--- config.mk ---
export PLATFORM = sky130hd
export DESIGN_NAME = pc_sequencer
export DESIGN_NICKNAME = d
export VERILOG_FILES = /design/src/rtl/pc_sequencer.sv
export SDC_FILE = /design/constraint.sdc
export NUM_CORES = 1
export LEC_CHECK = 0
export ABC_CLOCK_PERIOD_IN_PS = 7160
export BUFFER_PORTS_ARGS = -buffer_cell sky130_fd_sc_hd__buf_2
export CAP_MARGIN = 20
export CORE_MARGIN = 5
export CORE_UTILIZATION = 58
export CTS_CLUSTER_DIAMETER = 50
export DETAILED_ROUTE_END_ITERATION = 10
export PLACE_DENSITY = 0.78
export SKIP_LAST_GASP = 1
export SYNTH_ARGS = -nofsm -noshare
export SYNTH_HDL_FRONTEND = slang
export SYNTH_SLANG_ARGS = --single-unit
--- constraint.sdc ---
create_clock -name clk -period 7.16 [get_ports clk]
set_clock_uncertainty 0.05 [all_clocks]
set_input_delay 0.716 -clock clk [delete_from_list [all_inputs] [get_ports clk]]
set_output_delay 0.716 -clock clk [all_outputs]
set_load 0.05 [all_outputs]
--- src/rtl/pc_sequencer.sv ---
`default_nettype none
// ============================================================================
//  Module      : pc_sequencer
//  Description : Next-PC controller. Chooses sequential / branch / jump-call /
//                return targets, inserts one flush bubble per redirect, holds
//                the PC on stall and halt, and keeps a circular return-address
//                stack for call/ret.
//  Revision    : 1.0 - initial release
// ============================================================================
module pc_sequencer #(
  parameter int unsigned      WIDTH        = 32,
  parameter logic [WIDTH-1:0] RESET_VECTOR = '0,
  parameter int unsigned      INCR         = 1,
  parameter int unsigned      RAS_DEPTH    = 4
) (
  input  logic             clk,
  input  logic             rst,
  input  logic             stall,
  input  logic             halt,
  input  logic             br_taken,
  input  logic [WIDTH-1:0] br_target,
  input  logic             jmp,
  input  logic             call,
  input  logic [WIDTH-1:0] jmp_target,
  input  logic             ret,
  output logic [WIDTH-1:0] pc,
  output logic             fetch_valid,
  output logic             flush,
  output logic             halted,
  output logic             ras_empty,
  output logic             ras_full,
  output logic             ras_err
);

  localparam int unsigned      PTR_W     = (RAS_DEPTH > 1) ? $clog2(RAS_DEPTH) : 1;
  localparam logic [WIDTH-1:0] C_INCR    = WIDTH'(INCR);
  localparam logic [PTR_W:0]   C_DEPTH   = (PTR_W + 1)'(RAS_DEPTH);
  localparam logic [PTR_W:0]   C_CNT_ONE = (PTR_W + 1)'(1);
  localparam logic [PTR_W-1:0] C_PTR_ONE = PTR_W'(1);

  typedef enum logic [1:0] {
    ST_BOOT  = 2'd0,
    ST_RUN   = 2'd1,
    ST_FLUSH = 2'd2,
    ST_HALT  = 2'd3
  } state_t;

  state_t           state_q,  state_d;
  logic [WIDTH-1:0] pc_q,     pc_d;
  logic [WIDTH-1:0] ras_q [RAS_DEPTH];
  logic [WIDTH-1:0] ras_d [RAS_DEPTH];
  // wr_ptr points at the slot the next push writes; the top entry sits just below it.
  logic [PTR_W-1:0] wr_ptr_q, wr_ptr_d;
  logic [PTR_W:0]   count_q,  count_d;
  logic             err_q,    err_d;

  logic [WIDTH-1:0] w_pc_inc;
  logic [PTR_W-1:0] w_top_idx;
  logic [WIDTH-1:0] w_top;

  assign w_pc_inc  = pc_q + C_INCR;
  assign w_top_idx = wr_ptr_q - C_PTR_ONE;
  assign w_top     = ras_q[w_top_idx];

  // State, PC and RAS registers; async reset returns to BOOT with an empty stack.
  always_ff @(posedge clk or posedge rst) begin
    if (rst) begin
      state_q  <= ST_BOOT;
      pc_q     <= RESET_VECTOR;
      wr_ptr_q <= '0;
      count_q  <= '0;
      err_q    <= 1'b0;
      for (int i = 0; i < RAS_DEPTH; i++) begin
        ras_q[i] <= '0;
      end
    end else begin
      state_q  <= state_d;
      pc_q     <= pc_d;
      wr_ptr_q <= wr_ptr_d;
      count_q  <= count_d;
      err_q    <= err_d;
      for (int i = 0; i < RAS_DEPTH; i++) begin
        ras_q[i] <= ras_d[i];
      end
    end
  end

  // Next-state / next-PC selection with redirect priority branch > jump/call > ret > sequential.
  always_comb begin
    state_d  = state_q;
    pc_d     = pc_q;
    ras_d    = ras_q;
    wr_ptr_d = wr_ptr_q;
    count_d  = count_q;
    err_d    = err_q;
    case (state_q)
      ST_BOOT: begin
        state_d = ST_RUN;
      end
      ST_RUN: begin
        if (br_taken) begin
          pc_d    = br_target;
          state_d = ST_FLUSH;
        end else if (jmp) begin
          pc_d    = jmp_target;
          state_d = ST_FLUSH;
          if (call) begin
            // A full stack simply wraps, overwriting its oldest entry.
            ras_d[wr_ptr_q] = w_pc_inc;
            wr_ptr_d        = wr_ptr_q + C_PTR_ONE;
            if (count_q != C_DEPTH) begin
              count_d = count_q + C_CNT_ONE;
            end
          end
        end else if (ret && (count_q != '0)) begin
          pc_d     = w_top;
          wr_ptr_d = w_top_idx;
          count_d  = count_q - C_CNT_ONE;
          state_d  = ST_FLUSH;
        end else begin
          // A ret on an empty stack is dropped and recorded; the cycle behaves sequentially.
          if (ret) begin
            err_d = 1'b1;
          end
          if (!stall) begin
            if (halt) begin
              state_d = ST_HALT;
            end else begin
              pc_d = w_pc_inc;
            end
          end
        end
      end
      ST_FLUSH: begin
        state_d = ST_RUN;
      end
      ST_HALT: begin
        state_d = ST_HALT;
      end
      default: begin
        state_d = ST_BOOT;
      end
    endcase
  end

  // Stall suppresses the fetch in the same cycle it is raised; everything else decodes registers.
  assign pc          = pc_q;
  assign fetch_valid = (state_q == ST_RUN) && !stall;
  assign flush       = (state_q == ST_FLUSH);
  assign halted      = (state_q == ST_HALT);
  assign ras_empty   = (count_q == '0);
  assign ras_full    = (count_q == C_DEPTH);
  assign ras_err     = err_q;

endmodule
`default_nettype wire
# Yosys cells after proc, flatten, opt, wreduce, memory -nomap -nowiden
# Index checks and enable logic that the tools add are counted.
# W data, S select, Z words.
[classes]
add_sub_neg = 5
n_lt_le_gt_ge = 3
n_eq_ne = 11
mux = 24
bitwise_logic = 5
reduce_logical = 15
[op_table]
columns = ["op", "n"]
rows = [
  ["$mux W32", 8],
  ["$bwmux W128", 1],
  ["$bmux W32 S2", 1],
  ["$demux W32 S2", 1],
  ["$add A32 B1 Y32 const B", 1],
  ["$mux W2", 8],
  ["$mux W3", 4],
  ["$ne A5 B5 Y1 const B", 2],
  ["$reduce_and A5 Y1", 2],
  ["$ne A4 B1 Y1 const B", 2],
  ["$reduce_and A4 Y1", 2],
  ["$ge A3 B3 Y1 const B", 2],
  ["$not A2 Y3", 2],
  ["$pmux W2 S3", 1],
  ["$eq A2 B2 Y1 const B", 2],
  ["$ne A2 B1 Y1 const B", 2],
  ["$add A3 B1 Y3 const B", 1],
  ["$eq A3 B3 Y1 const B", 1],
  ["$logic_and A1 B1 Y1", 3],
  ["$logic_not A3 Y1", 1],
  ["$lt A3 B1 Y1 const B", 1],
  ["$ne A3 B3 Y1 const B", 1],
  ["$not A1 Y1", 3],
  ["$reduce_and A3 Y1", 1],
  ["10 further kinds", 10],
]
[totals]
register_bits = 168
in_bits = 72
output_inout_bits = 38
word_cells = 72

# Longest topological paths before layout
# Gate-level depths: netlist (run 1).
[depth]
word_depth = 8
ltp_mapped = 11
mapped_depth_nobuf = 7

# Worst setup path after synthesis (run 1)
# Ideal clock, no wire load.
[synth_timing]
path_type = "flip-flop to flip-flop"
start = "register wr_ptr_q[0]"
end = "register pc_q[14] (netlist: pc[14])"
setup_ns = 0.137
t_arrival_ns = 2.560
required_ns = 6.973
setup_slack_ns = 4.413
path_stages_with_launch = 12
n_path_buf = 4
period_less_slack_ns = 2.747
cell_sequence = "dfrtp_1 buf_2 buf_2 inv_1 ha_1 buf_2 buf_1 mux4_2 o311ai_0 nand2_1 o21ai_0 a21oi_1"
[synth_via]
elab_chain_len = 8
[synth_rtl]
columns = ["element", "line_no", "source"]
rows = [
  ["start, declared", "53", "logic [PTR_W-1:0] wr_ptr_q, wr_ptr_d;"],
  ["start signal, assigned", "79", "wr_ptr_q <= wr_ptr_d;"],
  ["$sub A2 B1 Y2", "62", "assign w_top_idx = wr_ptr_q - C_PTR_ONE;"],
  ["via w_top_idx[0]", "58", "logic [PTR_W-1:0] w_top_idx;"],
  ["$not A2 Y3 (implied by the code)", "63", "assign w_top = ras_q[w_top_idx];"],
  ["$bmux W32 S2", "63", ""],
  ["$mux W32 (implied by the code) (2 in a row)", "63", ""],
  ["$mux W32", "115", "end else if (ret && (count_q != '0)) begin"],
  ["$mux W32", "104", "end else if (jmp) begin"],
  ["$mux W32", "101", "if (br_taken) begin"],
  ["end signal, assigned", "78", "pc_q <= pc_d;"],
  ["end, declared", "49", "logic [WIDTH-1:0] pc_q, pc_d;"],
]
# The timed path passes the listed nets, and every way through them passes these cells. The select of a mux whose other input is x is not followed.
# A chain may end at the register's enable or synchronous reset.

# Worst setup path in the final report (run 1)
[layout_timing]
start = "register wr_ptr_q[0]"
end = "register pc_q[22] (netlist: pc[22])"
# Same word-level chain as after synthesis.

==> out/results.ini, run 1 <==
[clock_network]
cts_tree=yes
post_cts_buffers=0
cts_sinks=168
clk_path_buf_depth=2
cts_resized=0
cts-root-buf=clkbuf_16
insertion_delay_ns=0.43
cts_hold_buffers=0
cts_htree_levels=4
cts_made_buffers=17
clk_pin_slew_worst_paths_ns=0.07

[power]
peakVddDrop_mv=0.253
power.leakage_nw=4.27
power_mw=4.49
p_per_area_nw_per_um2=458

[detailed_routing]
route.detailed.vias_per_inst=6.34
vias=7239
routedWlPerCell_um=20.9
route.detailed.drc=0
drt_wl_total_mm=23.8
antenna_left=0
drt_pass1_iterations=7
drt_iter0_drc=653

[setup_path]
r2r_slack_ns=4.15
worst_r2r_endpoint=pc[22]$_DFFE_PP0P_
crit_end=pc[22]$_DFFE_PP0P_
crit_path_end_kind=register
critPathKind=register to register
arrival_ns=3.28
r2r-start=wr_ptr_q[0]$_DFFE_PP0P_
cp_max_fo=21
worstSetupStartpointType=register
reg2regPathDepth=8
required_ns=7.43
crit_start=wr_ptr_q[0]$_DFFE_PP0P_

[timing]
maxSlewViolCount=0
min_period_over_period=0.420
hold_violations=0
tightest_slew_ns=1.00
fmaxAchievable_mhz=332
finalSetupViolCount=0
rsz0062_at_grt=no
period_minus_slack_ns=3.01
tns_ns=0
layout_setup_ws_ns=4.15
slew_headroom=0.333

[cells_and_area]
final_common_cell=nand2_1
area_growth_pct=14.2
nNetsFinal=1023
utilization=0.674
final_cells=1141
layout_common_cells=nand2_1 (172), dfrtp_1 (167), buf_2 (109), o21ai_0 (87), o21ai_1 (50)
num_antenna_cells=0
fill_cells=1135
layout-drive-gt1-share=0.218

[floorplan]
rows=44
ios=110
core_um2=14500
die_h_um=132
initial_utilization=0.590
fp.dieArea_um2=17300
die_width_um=132

[grt]
antenna_found_initial=0
grt_max_degree=108
grt_pass1_wl_mm=38.5
grt_use_total=0.276
first_global_vias=7226
grt.overflow.total=0

[logic_synthesis]
synth_edf_count=0
synthesis.nets=946
yosys_warnings=0
syn-mean-instance-area_um2=9.88
synthesis.area_um2=8580
synthFlopType=dfrtp_1
synth_seq_area_share=0.490
ys_seq_elements=168
synth-async-reset-ratio=1.00
synth_cells=868
synth_cell_types=67
yosysTopAreaCell=dfrtp_1
synthTopCellsByArea=dfrtp_1 (49%), mux4_2 (7.9%), nand2_1 (7.7%)
synth_top_area_share=0.490

[placement]
place_hpwl_mm=15.5
portBuffers=109
place_ws_ns=4.00
globalplace.congestion=0.872
dp.cells=1109

[run_status]
status=finished clean

[worst_hold_path]
min_path_type=input port to async pin

[flow_run]
cap_violations=0

==> critical path, stage by stage, from the launching register on <==
cell,delay [ns]
dfrtp_2,0.35
inv_1,0.13
ha_1,0.85
buf_4,0.45
mux4_2,0.37
o311a_1,0.30
a21oi_1,0.11
a31oi_1,0.06
o22a_1,0.21
==> power breakdown <==
| part | switching, mW | internal, mW | leakage (nW) | total, mW |
|---|---|---|---|---|
| registers | 0.363 | 1.32 | 2.20 | 1.69 |
| clock network | 0.379 | 0.555 | 0.277 | 0.934 |
| logic | 1.20 | 0.667 | 1.79 | 1.87 |
==> cells by family after synthesis <==
group | share of synthesized area
compound gates | 0.191
buf+inv | 0.0378
fa+ha+maj | 0.00963
flops | 0.490
xor+xnor | 0.0347
mux | 0.0890
simple gates | 0.148
==> through the flow <==
| stage | hold WS, ns | cell area (um^2) |
|---|---|---|
| final | 0.426 | 9800 |
| after global routing | 0.446 | 9800 |
| after CTS | 0.430 | 9790 |
| after detailed placement | 0.415 | 9200 |
| after global placement | 0.402 | 9200 |
| after floorplan | 0.394 | 8580 |
==> state kept, by name, summed over array words and instances (netlist names) <==
name / count
count_q: 3
pc: 32
ras_err: 1
ras_q: 128
state_q: 2
wr_ptr_q: 2
==> cell usage after synthesis (13+ instances only) <==
library cell,count
nand2_1,176
dfrtp_1,168
o21ai_0,87
o21ai_1,50
clkbuf_1,43
a21oi_1,42
mux4_2,30
nor2_1,29
xnor2_1,23
nand3_1,16
buf_2,15
nor3_1,13
==> worst min-delay path by stage <==
| stage | from | depth (start not counted) | to | slack [ns] |
|---|---|---|---|---|
| 6_report | rst | 2 | ras_q[70]$_DFFE_PP0P_ | 0.43 |
| 5_1_grt | ras_q[36]$_DFFE_PP0P_ | 2 | ras_q[36]$_DFFE_PP0P_ | 0.45 |
| 4_1_cts | ras_q[98]$_DFFE_PP0P_ | 2 | ras_q[98]$_DFFE_PP0P_ | 0.43 |
| 3_5_place_dp | ras_q[80]$_DFFE_PP0P_ | 2 | ras_q[80]$_DFFE_PP0P_ | 0.41 |
| 3_3_place_gp | ras_err$_DFFE_PP0P_ | 1 | ras_err$_DFFE_PP0P_ | 0.40 |
| 2_1_floorplan | ras_q[109]$_DFFE_PP0P_ | 2 | ras_q[109]$_DFFE_PP0P_ | 0.39 |
==> final cells by class <==
| class | count | area [um^2] | area share |
|---|---|---|---|
| multi-input combinational | 624 | 4070 | 0.415 |
| tap | 184 | 230 | 0.0235 |
| clock buffer | 19 | 443 | 0.0452 |
| inverter | 10 | 42.5 | 0.00434 |
| timing repair buffer | 124 | 662 | 0.0675 |
| sequential | 168 | 4210 | 0.429 |
| clock inverter | 12 | 151 | 0.0154 |
==> metal layers <==
layer	part of all wire	vias to the layer above	track usage
met5	0	-	0
met4	0.034	0	0.115
met3	0.081	70	0.0600
met2	0.47	356	0.434
met1	0.41	3516	0.376
li1	-	3297	-
(Power assumes the default switching activity.)
==> inputs of run 2 (changes only) <==
- ABC_CLOCK_PERIOD_IN_PS: 7160 -> 2410
- CORE_UTILIZATION: 58 -> 53
- PLACE_DENSITY: 0.78 -> 0.75
- clock period: 7.16 -> 2.41 ns (I/O delays scaled with it)
==> run 2 against run 1 <==
  * Worst setup slack got worse by 4.0 ns
  * Total power rose to 3.1 times the previous value
  * Utilization down 2.9 points
  * Maximum frequency increased by 31%
  * Critical endpoint unchanged
  * Combinational power rose to 3.3 times the previous value
==> out/results.ini, run 2 (synthesis gave the netlist of run 1 again) <==
[setup_path]
required_ns=2.68
cp_max_fo=8
worst_r2r_endpoint=pc[22]$_DFFE_PP0P_
crit_path_top_delay_cell=dfrtp_1
crit_path_end_kind=register
critPathKind=register to register
arrival_ns=2.56
cpPeakStageDelay_ns=0.39
worstSetupStartpointType=register
path_buf_inv=2
critPathTopFamily=compound AO/OA/AOI/OAI gates
r2r_slack_ns=0.12
reg2regPathDepth=8
r2r-start=wr_ptr_q[1]$_DFFE_PP0P_
cp_cell_sequence=inv_1, ha_1, buf_4, mux4_2, o311a_1, a21oi_1, a31oi_1, o22a_1

[clock_network]
cts_sinks=168
clk_path_buf_depth=2
insertion_delay_ns=0.44
cts_tree=yes
cts_made_buffers=17
clk_pin_slew_worst_paths_ns=0.06
cts-root-buf=clkbuf_16
cts_htree_levels=4

[detailed_routing]
drt_pass1_iterations=5
vias=7367
route.detailed.vias_per_inst=6.09
route.detailed.drc=0
drt_iter0_drc=799
antenna_left=0
drt_wl_total_mm=24.4
routedWlPerCell_um=20.2

[grt]
first_global_vias=7036
gr-usage-met2=0.401
antenna_found_initial=0
grt.overflow.total=0
grt_util_met1=0.375
grt.met3_usage=0.0650
grt_max_degree=63
grt_use_total=0.267
busiest_layer=met2
grt_pass1_wl_mm=38.2

[power]
power.leakage_nw=4.51
p_per_area_nw_per_um2=1340
power_mw=13.7
combPwrFrac=0.443
p_seq_frac=0.352
internal-power_mw=7.91
clock_power_share=0.205
switching_share=0.424
p_switching_mw=5.82
peakVddDrop_mv=0.646

[cells_and_area]
num_antenna_cells=0
layout_common_cells=nand2_1 (172), dfrtp_1 (167), buf_2 (109), o21ai_0 (87), o21ai_1 (50)
fill_cells=1248
layout-drive-gt1-share=0.245
fin_area_um2=10300
regMostFlops=ras_q
area_growth_pct=19.6
largest_reg_flops=128
nNetsFinal=1059
utilization=0.646
final_common_cell=nand2_1

[worst_hold_path]
min_to=pc[9]$_DFFE_PP0P_
min_path_type=input port to register
min_from=br_target[9]
whs_path_depth=3

[placement]
globalplace.congestion=0.899
place_hpwl_mm=16.9
post_dp_cell_area_um2=9630
portBuffers=109

[floorplan]
ios=110
die_h_um=137
fp.dieArea_um2=18800
core_um2=15900
rows=46
die_width_um=137
initial_utilization=0.540

[timing]
min_period_over_period=0.952
period_minus_slack_ns=2.29
rsz0062_at_grt=no
fmaxAchievable_mhz=436
tightest_slew_ns=0.588
slew_headroom=0.604
finalSetupViolCount=0
hold_violations=0
maxSlewViolCount=0

[run_status]
status=finished clean

[flow_run]
cap_violations=0

run 2: changes by cell type in the layout (fill, tap and decap cells not counted), sizes merged:
cell,before,now
buf,124,159
clkbuf,19,22
clkinv,4,2
clkinvlp,5,3
dlygate4sd3,0,1
inv,10,11
run 2: worst max path at each step:
stage | depth (start not counted) | start | slack, ns | to
after detailed placement | 5 | count_q[1]$_DFFE_PP0P_ | 0.17 | count_q[1]$_DFFE_PP0P_
final | 8 | wr_ptr_q[1]$_DFFE_PP0P_ | 0.12 | pc[22]$_DFFE_PP0P_
after floorplan | 1 | rst | -0.02 | count_q[0]$_DFFE_PP0P_
after global routing | 8 | wr_ptr_q[1]$_DFFE_PP0P_ | 0.03 | pc[22]$_DFFE_PP0P_
after global placement | 8 | wr_ptr_q[1]$_DFFE_PP0P_ | 0.24 | pc[22]$_DFFE_PP0P_
after CTS | 8 | wr_ptr_q[1]$_DFFE_PP0P_ | 0.12 | pc[22]$_DFFE_PP0P_
run 2: timing repair:
item                                   in CTS  in global routing
endpoints found under the hold margin     168                  0
resized for setup                           0                  1
buffers inserted                            0                  0
hold buffers                                1                  0
setup endpoints to repair                   0                  3
run 2: layout make-up:
cell class	count	area [um^2]	share of cell area
multi-input combinational	624	4080	0.398
timing repair buffer	160	1060	0.103
clock buffer	22	464	0.0453
inverter	10	41.3	0.00403
sequential	168	4210	0.410
tap	216	270	0.0263
clock inverter	9	140	0.0137
run 2: worst register-to-register path, delay by kind of cell, from the launching register on:
family                     cells  cell delay, ns
buffers and inverters          2            0.31
AOI/OAI and AO/OA              4            0.73
adders and majority gates      1            0.38
DFF                            1            0.39
muxes                          1            0.34
run 2: power by group through the flow:
| stage | clock, mW | combinational (mW) | sequential (mW) |
|---|---|---|---|
| 2_1_floorplan | 0 | 3.41 | 5.58 |
| 3_3_place_gp | 0 | 5.92 | 4.78 |
| 3_5_place_dp | 0 | 6.00 | 4.83 |
| 4_1_cts | 2.84 | 6.06 | 4.80 |
| 5_1_grt | 2.98 | 6.55 | 4.96 |
| 6_report | 2.81 | 6.08 | 4.84 |
run 2: metal layers:
metal  vias to the layer above  share of wire
met3                        55          0.092
met1                      3570           0.41
met4                         0          0.029
met5                         -              0
met2                       378           0.47
li1                       3364              -
run 2: metrics by stage:
step                      hold slack, ns  std cells  setup TNS [ns]  setup slack (ns)
final                             0.0378       1209               0             0.116
after global placement             0.364       1177               0             0.235
after detailed placement           0.369       1177               0             0.166
after floorplan                    0.343        868           -3.65           -0.0217
after CTS                         0.0251       1209               0             0.119
after global routing              0.0322       1209               0            0.0286
==> inputs of run 3 (changes only) <==
- BUFFER_PORTS_ARGS: -buffer_cell sky130_fd_sc_hd__buf_2 -> -buffer_cell sky130_fd_sc_hd__buf_4
- CTS_CLUSTER_SIZE: not set -> 30
==> run 3 against run 2 <==
  * Total power is 1.3% higher
  * Critical path depth fell by 3
  * Global-route usage grew 0.84 points
  * Register-to-register slack gained 0.02 ns
  * Sequential share of layout area is 1.1 points lower
  * Utilization rose by 1.8 points
  * Non-clock buffer count up 4
  * Hold slack got worse by 0.029 ns
  * Clock power is essentially flat
  * Worst setup slack improved by 0.022 ns
==> out/results.ini, run 3 (synthesis gave the netlist of run 1 again) <==
[power]
p_seq_frac=0.348
p_switching_mw=5.97
clock_power_share=0.201
power.leakage_nw=4.61
internal-power_mw=7.94
peakVddDrop_mv=0.718
switching_share=0.429
combPwrFrac=0.451
p_per_area_nw_per_um2=1320

[cells_and_area]
largest_reg_flops=128
layout_common_cells=nand2_1 (172), dfrtp_1 (167), buf_4 (154), o21ai_0 (87), o21ai_1 (50)
num_antenna_cells=0
area_growth_pct=22.9
nNetsFinal=1063
final_common_cell=nand2_1
regMostFlops=ras_q
layout-drive-gt1-share=0.252

[detailed_routing]
met3_length_mm=2.33
vias=7450
antenna_left=0
route.detailed.drc=0
routedWlPerCell_um=20.9
highest_layer=met4
wl_met2_mm=11.8
drt_pass1_iterations=5
route.detailed.vias_per_inst=6.14
wl_met1_mm=10.7
drt_wl_total_mm=25.4
drt_iter0_drc=928

[setup_path]
arrival_ns=2.53
r2r_slack_ns=0.14
crit_path_top_delay_cell=or4_4
path_buf_inv=0
cp_cell_sequence=and4_1, nand4_4, or4_4, xor2_1, o21ai_1
worstSetupStartpointType=register
required_ns=2.67
cpPeakStageDelay_ns=0.57
critPathKind=register to register
critPathTopFamily=simple AND/OR/NAND/NOR gates
reg2regPathDepth=5
cp_max_fo=8
r2r-start=pc[3]$_DFFE_PP0P_
crit_path_end_kind=register
worst_r2r_endpoint=ras_q[63]$_DFFE_PP0P_

[worst_hold_path]
min_to=pc[9]$_DFFE_PP0P_
whs_path_depth=3
min_path_type=input port to register
min_from=br_target[9]

[floorplan]
core_um2=15900
rows=46
initial_utilization=0.540
die_h_um=137
ios=110
die_width_um=137
fp.dieArea_um2=18800

[grt]
antenna_found_initial=0
first_global_vias=7105
grt_pass1_wl_mm=39.3
grt.overflow.total=0
grt_use_total=0.275
grt_max_degree=66

[timing]
fmaxAchievable_mhz=440
maxSlewViolCount=0
rsz0062_at_grt=no
hold_violations=0
tightest_slew_ns=0.597
layout_setup_ws_ns=0.137
period_minus_slack_ns=2.27
finalSetupViolCount=0
min_period_over_period=0.943
tns_ns=0
slew_headroom=0.599

[run_status]
status=finished clean

[flow_run]
cap_violations=0

[clock_network]
clk_pin_slew_worst_paths_ns=0.07
insertion_delay_ns=0.44
cts-root-buf=clkbuf_16
cts_sinks=168
cts_tree=yes
post_cts_buffers=0
cts_htree_levels=4
cts_made_buffers=17
clk_path_buf_depth=2

[placement]
portBuffers=109
globalplace.congestion=0.936
place_ws_ns=0.220
place_hpwl_mm=17.3

==> run 3: cell count changes in the layout (fill, tap and decap cells not counted), sizes merged <==
| cell | before | now |
|---|---|---|
| inv | 11 | 15 |
| clkbuf | 22 | 19 |
| buf | 159 | 163 |
| bufinv | 3 | 2 |
| clkinvlp | 3 | 2 |
| clkinv | 2 | 4 |
==> run 3: timing repair <==
item                                    in CTS  in global routing
endpoints found under the hold margin       15                  0
endpoints found under the setup margin       0                  1
hold buffers                                 1                  0
gates resized for setup                      0                  2
==> run 3: metal layers <==
layer / vias to the layer above / global-route usage
met2: 341 / 0.425
met3: 38 / 0.0687
met4: 0 / 0.0771
met1: 3688 / 0.390
li1: 3383 / -
met5: - / 0
==> run 3: area by class of cell <==
class	instances	area [um^2]
clock buffer	19	443
sequential	168	4210
multi-input combinational	624	4080
inverter	10	41.3
timing repair buffer	164	1350
tap	216	270
fill	1250	5340
clock inverter	13	158
==> run 3: per-stage QoR <==
stage | area, um^2 | cells | hold WS (ns) | power [mW] | utilization
after floorplan | 8600 | 868 | 0.343 | 8.99 | -
after global placement | 9920 | 1181 | 0.244 | 10.9 | 0.625
after detailed placement | 9920 | 1181 | 0.246 | 11.0 | 0.625
after CTS | 10500 | 1214 | 0.0105 | 13.8 | 0.663
after global routing | 10500 | 1214 | 0.00674 | 14.6 | 0.664
final | 10500 | 1214 | 0.00906 | 13.9 | 0.664
==> run 3: worst max path at each step <==
stage,to,cells after the start,start,slack [ns]
after detailed placement,ras_q[122]$_DFFE_PP0P_,5,pc[6]$_DFFE_PP0P_,0.22
after CTS,ras_q[63]$_DFFE_PP0P_,5,pc[3]$_DFFE_PP0P_,0.18
after floorplan,count_q[0]$_DFFE_PP0P_,1,rst,-0.02
after global placement,ras_q[89]$_DFFE_PP0P_,6,pc[3]$_DFFE_PP0P_,0.31
after global routing,ras_q[123]$_DFFE_PP0P_,6,pc[3]$_DFFE_PP0P_,0.07
final,ras_q[63]$_DFFE_PP0P_,5,pc[3]$_DFFE_PP0P_,0.14
==> run 3: worst reg2reg max path: stages (launching register included) <==
cell and delay (ns):
dfrtp_1 0.48, and4_1 0.41, nand4_4 0.14, or4_4 0.57, xor2_1 0.37, o21ai_1 0.13
==> run 3: power groups by stage <==
stage               Sequential [mW]  Clock, mW  Combinational [mW]
floorplan                      5.58          0                3.41
global placement               4.79          0                6.08
detailed placement             4.83          0                6.16
CTS                            4.80       2.81                6.23
global route                   4.96       2.94                6.71
finish                         4.84       2.80                6.27
